**config.mk**
```make
export PLATFORM = sky130hd
export DESIGN_NAME = conv3x3_pipe
export DESIGN_NICKNAME = d
export VERILOG_FILES = /design/src/rtl/conv3x3_pipe.sv
export SDC_FILE = /design/constraint.sdc
export NUM_CORES = 1
export LEC_CHECK = 0
export CAP_MARGIN = 15
export CORE_MARGIN = 2
export CORE_UTILIZATION = 39
export CTS_CLUSTER_SIZE = 40
export DETAILED_ROUTE_END_ITERATION = 10
export GPL_TIMING_DRIVEN = 1
export RECOVER_POWER = 25
export SYNTH_ARGS = -nofsm -noshare
export SYNTH_HDL_FRONTEND = slang
export SYNTH_SLANG_ARGS = --single-unit
```
**constraint.sdc**
```tcl
create_clock -name clk -period 14.3 [get_ports clk]
set_input_delay 2.145 -clock clk [delete_from_list [all_inputs] [get_ports clk]]
set_output_delay 2.145 -clock clk [all_outputs]
set_load 0.01 [all_outputs]
```
**src/rtl/conv3x3_pipe.sv**
```systemverilog
// conv3x3_pipe: pipelined 3x3 convolution with border masking, a runtime-loadable
// signed kernel, arithmetic right shift and saturation to an unsigned pixel.
// Stages: S1 masked products, S2 row sums, S3 total/round/shift/clamp (output regs).
// Optional feature macro: CONV3X3_ROUND_EN adds 2^(shift-1) before the shift
// (round half up); without it the shift truncates toward minus infinity.
module conv3x3_pipe #(
    parameter int DATA_WIDTH  = 8,
    parameter int COEF_WIDTH  = 5,
    parameter int SHIFT_WIDTH = 4
) (
    input  logic                        clk,
    input  logic                        rst,
    input  logic                        in_valid,
    output logic                        in_ready,
    input  logic [9*DATA_WIDTH-1:0]     window,
    input  logic [3:0]                  corner_type,
    input  logic                        coef_wr_en,
    input  logic [3:0]                  coef_wr_addr,
    input  logic signed [COEF_WIDTH-1:0] coef_wr_data,
    input  logic [SHIFT_WIDTH-1:0]      shift_cfg,
    output logic                        out_valid,
    input  logic                        out_ready,
    output logic [DATA_WIDTH-1:0]       data_out,
    output logic                        out_sat
);
    localparam int ACC_WIDTH  = DATA_WIDTH + COEF_WIDTH + 4;
    localparam int PROD_WIDTH = DATA_WIDTH + 1 + COEF_WIDTH;
    localparam int ROW_WIDTH  = PROD_WIDTH + 2;
    localparam logic signed [ACC_WIDTH-1:0] MAX_PIX = ACC_WIDTH'((1 << DATA_WIDTH) - 1);

    // Enabled taps per border case; bit k = tap k (row*3+col)
    function automatic logic [8:0] mask_of(input logic [3:0] corner);
        case (corner)
            4'd0:    mask_of = 9'b000_000_000;
            4'd1:    mask_of = 9'b000_011_011;
            4'd2:    mask_of = 9'b000_110_110;
            4'd3:    mask_of = 9'b011_011_011;
            4'd4:    mask_of = 9'b110_110_110;
            4'd5:    mask_of = 9'b011_011_000;
            4'd6:    mask_of = 9'b110_110_000;
            default: mask_of = 9'b111_111_111;
        endcase
    endfunction

    // Gaussian 1-2-1 kernel restored on reset
    function automatic logic signed [COEF_WIDTH-1:0] default_coef(input int k);
        case (k)
            4:          default_coef = COEF_WIDTH'(4);
            1, 3, 5, 7: default_coef = COEF_WIDTH'(2);
            default:    default_coef = COEF_WIDTH'(1);
        endcase
    endfunction

    logic signed [COEF_WIDTH-1:0] coef [9];
    logic                         adv;
    logic [8:0]                   tap_mask;
    logic signed [PROD_WIDTH-1:0] prod_comb [9];

    logic                         s1_valid;
    logic signed [PROD_WIDTH-1:0] s1_prod [9];
    logic [SHIFT_WIDTH-1:0]       s1_shift;

    logic                         s2_valid;
    logic signed [ROW_WIDTH-1:0]  s2_row [3];
    logic [SHIFT_WIDTH-1:0]       s2_shift;

    logic signed [ACC_WIDTH-1:0]  total;
    logic signed [ACC_WIDTH-1:0]  biased;
    logic signed [ACC_WIDTH-1:0]  shifted;
    logic [DATA_WIDTH-1:0]        pix_next;
    logic                         sat_next;

    // Whole pipe advances together; a held output freezes every stage
    assign adv      = !out_valid || out_ready;
    assign in_ready = adv;

    // Kernel register file; a window accepted on the write edge sees the old value
    always_ff @(posedge clk) begin
        if (rst) begin
            for (int k = 0; k < 9; k++) coef[k] <= default_coef(k);
        end else if (coef_wr_en && coef_wr_addr < 4'd9) begin
            coef[coef_wr_addr] <= coef_wr_data;
        end
    end

    // S1 input: zero-extended pixel times signed coefficient, masked taps forced to 0
    always_comb begin
        tap_mask = mask_of(corner_type);
        for (int k = 0; k < 9; k++) begin
            if (tap_mask[k])
                prod_comb[k] = PROD_WIDTH'($signed({1'b0, window[k*DATA_WIDTH +: DATA_WIDTH]}))
                             * PROD_WIDTH'(coef[k]);
            else
                prod_comb[k] = '0;
        end
    end

    // S3 input: total, optional rounding bias, arithmetic shift, clamp to pixel range
    always_comb begin
        total = ACC_WIDTH'(s2_row[0]) + ACC_WIDTH'(s2_row[1]) + ACC_WIDTH'(s2_row[2]);
`ifdef CONV3X3_ROUND_EN
        if (s2_shift != '0)
            biased = total + (ACC_WIDTH'(1) << (s2_shift - SHIFT_WIDTH'(1)));
        else
            biased = total;
`else
        biased = total;
`endif
        shifted = biased >>> s2_shift;
        if (shifted < 0) begin
            pix_next = '0;
            sat_next = 1'b1;
        end else if (shifted > MAX_PIX) begin
            pix_next = '1;
            sat_next = 1'b1;
        end else begin
            pix_next = shifted[DATA_WIDTH-1:0];
            sat_next = 1'b0;
        end
    end

    // Pipeline registers; reset drops every in-flight window
    always_ff @(posedge clk) begin
        if (rst) begin
            s1_valid  <= 1'b0;
            s2_valid  <= 1'b0;
            out_valid <= 1'b0;
            data_out  <= '0;
            out_sat   <= 1'b0;
        end else if (adv) begin
            s1_valid <= in_valid;
            for (int k = 0; k < 9; k++) s1_prod[k] <= prod_comb[k];
            s1_shift <= shift_cfg;

            s2_valid <= s1_valid;
            for (int r = 0; r < 3; r++)
                s2_row[r] <= ROW_WIDTH'(s1_prod[3*r]) + ROW_WIDTH'(s1_prod[3*r+1])
                           + ROW_WIDTH'(s1_prod[3*r+2]);
            s2_shift <= s1_shift;

            out_valid <= s2_valid;
            data_out  <= pix_next;
            out_sat   <= sat_next;
        end
    end
endmodule

```
# Word-level counts from Yosys, hierarchy flattened
# Memory sizes are Yosys's and may differ from the RTL's.
# Index checks and enable logic that the tools add are counted.
dict set report totals {
  register_bits 20
  ramBits 219
  in_bits 94
  out_inout_bits 11
  word_cells 72
  mem_count 3
}
# name words width read_ports rd_ports_with_merged_regs write_ports line_no
set memory_table {}
lappend memory_table {s1_prod 9 14 9 0 9 60} ;# logic signed [PROD_WIDTH-1:0] s1_prod [9];
lappend memory_table {s2_row 3 16 3 0 3 64} ;# logic signed [ROW_WIDTH-1:0] s2_row [3];
lappend memory_table {coef 9 5 9 0 9 54} ;# logic signed [COEF_WIDTH-1:0] coef [9];
dict set report op_classes {
  n_addsub 8
  mul 9
  magnitude_cmp 3
  eq_ne 6
  shift 1
  mux 28
  n_bitwise 1
  n_reduce_logical 6
}
# op n
set ops {}
lappend ops {{$mul A9 B5 Y14} 9}
lappend ops {{$mux W14} 9}
lappend ops {{$pmux W9 S7} 1}
lappend ops {{$add A15 B14 Y16} 3}
lappend ops {{$add A14 B14 Y15} 3}
lappend ops {{$mux W5} 4}
lappend ops {{$add A16 B16 Y17} 1}
lappend ops {{$add A17 B16 Y17} 1}
lappend ops {{$gt A17 B9 Y1 const B} 1}
lappend ops {{$lt A17 B1 Y1 const B} 1}
lappend ops {{$sshr A17 B4 Y17} 1}
lappend ops {{$mux W8} 2}
lappend ops {{$eq A4 B3 Y1 const B} 3}
lappend ops {{$mux W1} 11}
lappend ops {{$eq A4 B2 Y1 const B} 2}
lappend ops {{$reduce_or A5 Y1} 1}
lappend ops {{$eq A4 B1 Y1 const B} 1}
lappend ops {{$logic_not A4 Y1} 1}
lappend ops {{$lt A4 B4 Y1 const B} 1}
lappend ops {{$mux W4} 1}
lappend ops {{$reduce_and A2 Y1} 1}
lappend ops {{$logic_and A1 B1 Y1} 1}
lappend ops {{$logic_not A1 Y1} 1}
lappend ops {{$logic_or A1 B1 Y1} 1}
lappend ops {{$not A1 Y1} 1}

# Longest topological paths before layout
# Gate-level depths: netlist of the first run.
dict set report logic_depth {
  depth_word 7
  mapped_depth 18
  mapped_depth_nobuf 18
}

# Worst setup path before layout of the first run
# Ideal clock, no wire load.
dict set report synth_timing {
  kind {input-to-reg}
  from {input out_ready}
  to {register data_out[4]}
  setup_time_ns 0.122
  arrival_time_ns 12.268
  required_ns 14.178
  path_slack_ns 1.910
  cell_stages 6
  n_path_buf 0
  cell_sequence {nor2b_1 > nor2_1 > nand2_1 > nor2_1 > o31ai_4 > o211ai_1}
}
dict set report synth_between {
  elab_chain_cells 1
}
# element line_no
set synth_rtl {}
lappend synth_rtl {{start, declared} 22} ;# input logic out_ready,
lappend synth_rtl {{$logic_or A1 B1 Y1} 74} ;# assign adv = !out_valid || out_ready;
lappend synth_rtl {{end signal, assigned} 142} ;# data_out <= pix_next;
lappend synth_rtl {{end, declared} 23} ;# output logic [DATA_WIDTH-1:0] data_out,
# Every way passes these cells.
# A chain may end at the register's enable or synchronous reset.

==> flow_metrics.tcl, run 1 <==
set metrics [dict create \
    fmax_mhz 164 \
    grt_pass1_wl_um 87700 \
    cts-root-buf "clkbuf_16" \
    hold_viol_final 0 \
    max-clock-path-buffers 3 \
    cp_cell_sequence "clkdlybuf4s50_1 > nand2_1 > fa_1 > fa_1 > fa_1 > fa_1 > nor2b_1 > o21ai_0 > a21boi_0 > o21ai_0 > a21boi_0 > o21ai_0 > a21o_1 > a21boi_0 > nor3b_1" \
    cts_buffers 28 \
    ys_types 68 \
    ys_async_sr_fraction_pct 0 \
    wl_per_cell_um 15.6 \
    cts_hold_buf 0 \
    row_count 91 \
    startpoint_type "primary input" \
    avgViaCountPerCell 4.95 \
    dr_total_vias 16900 \
    start_util_pct 39.5 \
    violations "max-capacitance violations, max-slew violations" \
    instances_no_fill 3425 \
    crit_top_cell "fa_1" \
    tightest_slew_ns 1.62 \
    drcViolationCount 0 \
    finish.utilization_pct 44.3 \
    fin_crit_sh_pct 42.5 \
    path_delay_family "adder cells" \
    drt_iter0_markers 952 \
    area_growth_pct 12.3 \
    grt_usage_pct 17.0 \
    path_max_fanout 5 \
    cts_resized 0 \
    synth_top_area_share_pct 27.9 \
    worstSetupEndpointType "flop" \
    die_area_um2 64600 \
    cp.arrival_ns 6.37 \
    finalPower_mw 5.52 \
    yosys.area.top_type "edfxtp_1" \
    core_um2 61800 \
    firstDrtPassIters 5 \
    path_clk_slew_ns 0.06 \
    die_x_um 254 \
    yosysSeqAreaShare_pct 28.9 \
    maxCapViolCount 2 \
    gp_congestion 0.828 \
    layout-drive-gt1-share_pct 3.37 \
    final.setup.tns_ns 0 \
    required_ns 14.59 \
    die_h_um 254 \
    synth_nets 3085 \
    clock-skew-final_ns 0.0194 \
    p_leak_nw 12.4 \
    dp_cells 3369 \
    netlist_instances 2449 \
    synthFlopType "edfxtp_1" \
    setup_viol 0 \
    htree_levels 1 \
    port-buffer-count 104 \
    rsz0062_at_grt "no" \
    tritoncts "yes" \
    cp_slowest_cell "clkdlybuf4s50_1" \
    grt_pass1_vias 17400 \
    worstSkewPairLatency_ns 0.57 \
    ys_warn_count 0 \
    cp.buffers_inverters 1 \
    place_hpwl_um 43100 \
    final_nets 3199 \
    syn_avg_cell_area_um2 9.96 \
    slew_headroom_pct -7.91 \
    synth_edf_count 227 \
    cpPeakStageDelay_ns 0.59 \
    status "finished with violations" \
    netlist_area_um2 24400 \
    hp-class "flop to flop" \
    routed_wl_um 53400 \
    yosys-top-cells-area "edfxtp_1, fa_1, ha_1" \
    io_pins 105 \
    peakVddDrop_v 0.000178 \
    cts_setup_buffers 0 \
    fin_crit_ns 6.08 \
    grt_max_degree 185 \
    powerDensity_nw_per_um2 201 \
    antenna_found_initial 7 \
    path_class "primary input to flop" \
    ys_seq_elements 239 \
    overflow 0 \
    drtAntennaViolNets 0 \
    cts.sinks 239 \
    drv_slew 33 \
]
cells in the final DEF, fill, tap and decap left out, drive strengths merged, types with 12 or more instances in the layout:
| cell type | count |
|---|---|
| a211oi | 12 |
| a21boi | 33 |
| a21o | 30 |
| a21oi | 92 |
| and2 | 200 |
| clkbuf | 37 |
| clkdlybuf4s50 | 90 |
| dfxtp | 12 |
| dlygate4sd3 | 14 |
| edfxtp | 227 |
| fa | 233 |
| ha | 309 |
| inv | 404 |
| nand2 | 216 |
| nand2b | 64 |
| nand3 | 14 |
| nor2 | 163 |
| nor2b | 55 |
| nor3 | 39 |
| o21ai | 88 |
| or2 | 17 |
| or3 | 13 |
| xnor2 | 68 |
| xor2 | 22 |
area by class of cell:
class | instances | area (um2)
multi-input combinational | 1780 | 15700
antenna | 3 | 7.51
tap | 837 | 1050
clock buffer | 32 | 737
fill | 5874 | 34400
inverter | 402 | 1510
timing repair buffer | 112 | 1090
clock inverter | 20 | 229
sequential | 239 | 7060
per-layer routing:
layer  track usage, %  part of all wire (%)  vias to the layer above
met5                0                 0.043                        -
li1                 -                     -                     8294
met2             28.6                    47                      309
met3             2.69                   5.3                       74
met4             4.12                   2.5                        4
met1             23.0                    46                     8259
sequential cells by signal, indices dropped and copies added (netlist names):
register / cells
out_sat: 1
s2_row: 48
out_valid: 1
s2_shift: 4
s1_prod: 126
s1_valid: 1
coef: 45
s1_shift: 4
data_out: 8
s2_valid: 1
worst paths after layout:
check,startpoint,end,slack (ns),cells past startpoint
worst min register to register,s1_shift[2]$_DFFE_PP_,s2_shift[2]$_DFFE_PP_,0.42,0
worst min-delay path,s1_shift[2]$_DFFE_PP_,s2_shift[2]$_DFFE_PP_,0.42,0
worst max register to register,coef[6][4]$_SDFFCE_PN0P_,s1_prod[0][97]$_SDFFCE_PN0P_,9.74,14
worst max-delay path,window[52],s1_prod[0][97]$_SDFFCE_PN0P_,8.22,15
Yosys cell counts (4+ instances only):
cell type / count
or3_1: 13
fa_1: 233
mux2i_1: 5
mux4_2: 4
ha_1: 309
a211oi_1: 9
nor3_1: 39
nand3_1: 14
nand2_1: 216
or2_2: 16
and2_1: 200
o221ai_1: 4
nor2b_1: 55
nand2b_1: 64
a221oi_1: 4
xnor2_1: 67
inv_1: 402
nor2_1: 163
dfxtp_1: 12
o21ai_0: 85
a21oi_1: 88
a21o_1: 30
buf_2: 4
nand4_1: 11
nand3b_1: 11
a31oi_1: 4
xor2_1: 22
clkbuf_1: 21
a21boi_0: 33
edfxtp_1: 227
o211ai_1: 9
and3_1: 8
a21oi_2: 4
nor3b_1: 11
power by group:
| group | internal (mW) | switching (mW) |
|---|---|---|
| Combinational | 1.54 | 2.03 |
| Sequential | 1.07 | 0.121 |
| Clock | 0.459 | 0.298 |
| Total | 3.07 | 2.45 |
per-stage QoR:
stage / hold WS [ns] / cell area [um2] / setup slack, ns
floorplan: 0.400 / 24400 / 1.91
global placement: 0.407 / 26400 / 7.73
detailed placement: 0.405 / 26400 / 7.67
CTS: 0.421 / 27400 / 8.25
global route: 0.428 / 27400 / 7.95
finish: 0.421 / 27400 / 8.22
logic make-up (layout without fill, tap and decap cells):
| group | Yosys count | count (layout) | share of synthesized area [%] |
|---|---|---|---|
| muxes | 12 | 12 | 0.713 |
| AOI/OAI and AO/OA | 309 | 309 | 8.24 |
| xor gates and xnor gates | 90 | 90 | 3.26 |
| other | 0 | 3 | 0 |
| adders and majority gates | 542 | 542 | 35.0 |
| DFF | 239 | 239 | 28.9 |
| and+or+nand+nor | 827 | 827 | 17.2 |
| buffers and inverters | 430 | 566 | 6.67 |
Power figures use the tool's default switching activity.
==> run 2: changes to the inputs <==
- clock period: 14.3 -> 6.2 ns (I/O delays scaled with it)
==> run 2 against run 1 <==
The run now ends clean. Sequential share of layout area fell by 0.059 points. First-iteration DRC count up 6.7%. Sequential cell count unchanged. Routed wire length up 3.3%. Register-to-register slack worse by 8.2 ns.
==> flow_metrics.tcl, run 2 (synthesis results as in run 1) <==
set metrics [dict create \
    antenna_found_initial 11 \
    finish.utilization_pct 44.4 \
    drtAntennaViolNets 0 \
    largest_register_ffs 126 \
    regMostFlops "s1_prod" \
    maxCapViolCount 0 \
    reg_top3 "s1_prod (126), s2_row (48), coef (45)" \
    place_hpwl_um 44500 \
    final_nets 3203 \
    cp.buffers_inverters 1 \
    fmax_mhz 201 \
    grt_pass1_wl_um 90200 \
    startpoint_type "primary input" \
    cts_hold_buf 0 \
    cp_cell_sequence "clkdlybuf4s50_1 > nand2b_1 > fa_1 > fa_1 > fa_1 > fa_1 > nor2b_1 > o21ai_0 > a21boi_0 > o21ai_0 > a21boi_0 > o21ai_0 > a21o_1 > a21boi_0 > nor3b_1" \
    die_x_um 254 \
    use_met2_pct 30.1 \
    die_area_um2 64600 \
    status "finished, final reports clean" \
    fin_crit_ns 4.96 \
    grt_max_degree 185 \
    tightest_slew_ns 1.40 \
    row_count 91 \
    wl_per_cell_um 16.1 \
    crit_top_cell "fa_1" \
    powerDensity_nw_per_um2 466 \
    grt_pass1_vias 17600 \
    required_ns 6.48 \
    final.setup.tns_ns 0 \
    path_max_fanout 5 \
    port-buffer-count 104 \
    layout_common_cells "inv_1, ha_1, fa_1" \
    setup_viol 0 \
    reg2reg_to "s1_prod[0][69]$_SDFFCE_PN0P_" \
    final_common_cell "inv_1" \
    routed_wl_um 55100 \
    cts-root-buf "clkbuf_16" \
    io_pins 105 \
    slew_headroom_pct 6.78 \
    overflow 0 \
    gp_congestion 0.850 \
    grt_use_met3_pct 3.01 \
    avgViaCountPerCell 4.96 \
    cts_buffers 30 \
    max-clock-path-buffers 3 \
    fin_crit_sh_pct 80.1 \
    rsz0062_at_grt "no" \
    worstSkewPairLatency_ns 0.58 \
    cpPeakStageDelay_ns 0.56 \
    hold_path_startpoint "s1_shift[3]$_DFFE_PP_" \
    placed_area_um2 26400 \
    area_growth_pct 12.5 \
    reg2regPathDepth 14 \
    drcViolationCount 0 \
    clock-skew-final_ns 0.0156 \
    whs_path_depth 0 \
    drv_slew 0 \
    r2r_start "coef[4][4]$_SDFFCE_PN0P_" \
    firstDrtPassIters 6 \
    core_um2 61800 \
    tritoncts "yes" \
    hold_viol_final 0 \
    path_clk_slew_ns 0.06 \
    top_usage_layer "met2" \
    drt_iter0_markers 1016 \
    hold-path-endpoint "s2_shift[3]$_DFFE_PP_" \
    path_class "primary input to flop" \
    cts_resized 0 \
    r2r_slack_ns 1.57 \
    worstSetupEndpointType "flop" \
    cp_slowest_cell "fa_1" \
    start_util_pct 39.5 \
    cts.sinks 239 \
    htree_levels 1 \
    grt_usage_pct 17.6 \
    hp-class "flop to flop" \
    p_leak_nw 12.4 \
    die_h_um 254 \
    dr_total_vias 17000 \
    fin_area_um2 27500 \
    cts_setup_buffers 0 \
    layout-drive-gt1-share_pct 3.55 \
    peakVddDrop_v 0.000526 \
    cp.arrival_ns 5.25 \
    use_met1_pct 22.9 \
    path_delay_family "adder cells" \
]
-- run 2: cell types whose count changed in the layout (fill, tap and decap cells not counted), sizes merged --
cell           delta
clkbuf            +6
clkdlybuf4s50     -6
dlygate4sd3       +6
clkinvlp          +2
bufinv            -1
inv               -1
-- run 2: layer usage --
metal	wire length (um)	up-vias
met3	2850	85
li1	-	8306
met4	1490	10
met5	69	-
met1	24200	8305
met2	26500	300
-- run 2: worst max path at each step --
stage,startpoint,endpoint,cells past startpoint
finish,window[32],s1_prod[0][69]$_SDFFCE_PN0P_,15
global placement,window[32],s1_prod[0][69]$_SDFFCE_PN0P_,15
global route,window[32],s1_prod[0][69]$_SDFFCE_PN0P_,15
floorplan,out_ready,data_out[4]$_SDFFE_PP0N_,6
CTS,window[32],s1_prod[0][69]$_SDFFCE_PN0P_,15
detailed placement,window[32],s1_prod[0][69]$_SDFFCE_PN0P_,15
-- run 2: cell type report --
class / count / area [um2]
diodes: 3 / 7.51
clock buffers: 36 / 795
clock inverters: 20 / 219
fillers: 5841 / 34400
inverters: 402 / 1510
multi-input cells: 1780 / 15700
flip-flops and latches: 239 / 7060
well taps: 837 / 1050
repair buffers: 114 / 1100
-- run 2: per-stage QoR --
| stage | hold slack, ns | std cells | setup slack, ns | power, mW |
|---|---|---|---|---|
| floorplan | 0.400 | 2449 | 1.10 | 9.11 |
| global placement | 0.406 | 3369 | 0.840 | 10.8 |
| detailed placement | 0.406 | 3369 | 0.690 | 11.0 |
| CTS | 0.434 | 3425 | 1.26 | 12.9 |
| global route | 0.439 | 3428 | 0.898 | 14.0 |
| finish | 0.429 | 3431 | 1.24 | 12.8 |
-- run 2: power breakdown --
| part | switching (mW) | total [mW] | internal (mW) |
|---|---|---|---|
| Sequential | 0.277 | 2.75 | 2.47 |
| Clock | 0.719 | 1.80 | 1.08 |
| Combinational | 4.70 | 8.25 | 3.55 |
==> variant: new RTL, settings of run 1 <==
The parameter `DATA_WIDTH` goes from 8 to 10.
--- a/src/rtl/conv3x3_pipe.sv
+++ b/src/rtl/conv3x3_pipe.sv
@@ -6,3 +6,3 @@
 module conv3x3_pipe #(
-    parameter int DATA_WIDTH  = 8,
+    parameter int DATA_WIDTH  = 10,
     parameter int COEF_WIDTH  = 5,
Ports: changed (resized data_out and window); port bits go from 105 to 125. No check against the original RTL was run, so the function may have changed too.
==> variant against run 1 <==
The flow still finishes with violations (capacitance limit, slew limit). Register-to-register slack lost 870 ps. Global-route usage grew 0.53 points. Sequential cell count grew 26. Routed wire length grew 24%. Final area grew 18%. Count of clock-buffer cells in the layout grew 8. Core utilization shrank 0.17 points. Setup slack lost 1900 ps. Critical path depth shrank 10. Area after synthesis grew 19%. Total power grew 19%.
==> variant: results (changes against run 1) <==
The proportion of synthesized area in mux cells came out at 0.01103 (+0.003899). The critical path startpoint is rst. The post-route worst setup slack is 6368 ps (-1852 ps). The adder-cell share of the synthesized area is 0.3568 (+0.007070). The biggest fanout along the worst timing path came out at 75 (+70).

The fraction of the yosys area taken by sequential cells came out at 0.2702 (-0.01909). The post-synthesis compound-gate area fraction is 0.08827 (+0.005839). The detailed-routing wirelength on met1 was 30.61 mm (+26%).

The leakage component of the power came to 14.77 nW (+19%). The overall fraction of global-route tracks in use came to 0.1756 (+0.005310). The post-placement cell count is 4007 (+19%). The start of the worst register-to-register path is out_valid$_SDFFE_PP0N_.

The worst reg2reg path endpoint is s1_prod[0][80]$_SDFFCE_PN0P_. The met2 wire length is 30.77 mm (+24%). The proportion of power drawn by the clock network is 0.126 (-0.011). The final max-slew violation count came out at 102 (+210%). The met2 demand-to-capacity share in global routing came out at 0.2954 (+0.009408).

The final reports fail on capacitance limit, slew limit. The number of distinct library cells after synthesis came out at 83 (+22%). The total nets after synthesis is 3723 (+21%). The routing usage on met3 came to 0.02239 (-0.004545). The delay of the slowest critical-path stage came out at 3150 ps (+2560 ps). The cell area reported after detailed placement is 0.03125 sq mm (+18%). The total power density per cell area came out at 203.8 mW/mm^2 (+1.2%).

The total of max-cap violations is 2 (unchanged). The placer congestion estimate is 0.8311 (+0.39%). The number of fillers in the final layout came to 7051 (+20%). The synthesized area divided by synthesized cell count came out at 9.763 sq um (-2.0%). The number of global-route vias before repair came out at 20520 (+18%). The ratio of routed vias to standard cells is 4.945 (about the same).

The run finished, with violations left.
-- variant: cell count changes in the layout (fill, tap and decap cells not counted), sizes merged, moves of 21 or more --
cell | before | now
inv | 404 | 499
edfxtp | 227 | 251
fa | 233 | 295
o21a | 1 | 30
and2 | 200 | 246
nor3 | 39 | 98
and3 | 8 | 29
nand2b | 64 | 86
ha | 309 | 353
-- variant: area by class of cell --
| type | instances | area [sq um] | share of cell area |
|---|---|---|---|
| Inverter | 498 | 1869 | 0.05786 |
| Antenna cell | 8 | 20.02 | 0.0006197 |
| Multi-Input combinational cell | 2149 | 19030 | 0.5890 |
| Clock buffer | 40 | 880.8 | 0.02727 |
| Tap cell | 959 | 1200 | 0.03714 |
| Timing Repair Buffer | 137 | 1316 | 0.04074 |
| Clock inverter | 16 | 173.9 | 0.005383 |
| Sequential cell | 265 | 7818 | 0.2420 |
-- variant: worst max-delay path: cells and delay by family --
family | cells | cell delay (ps)
simple gates | 1 | 300
buf+inv | 4 | 5580
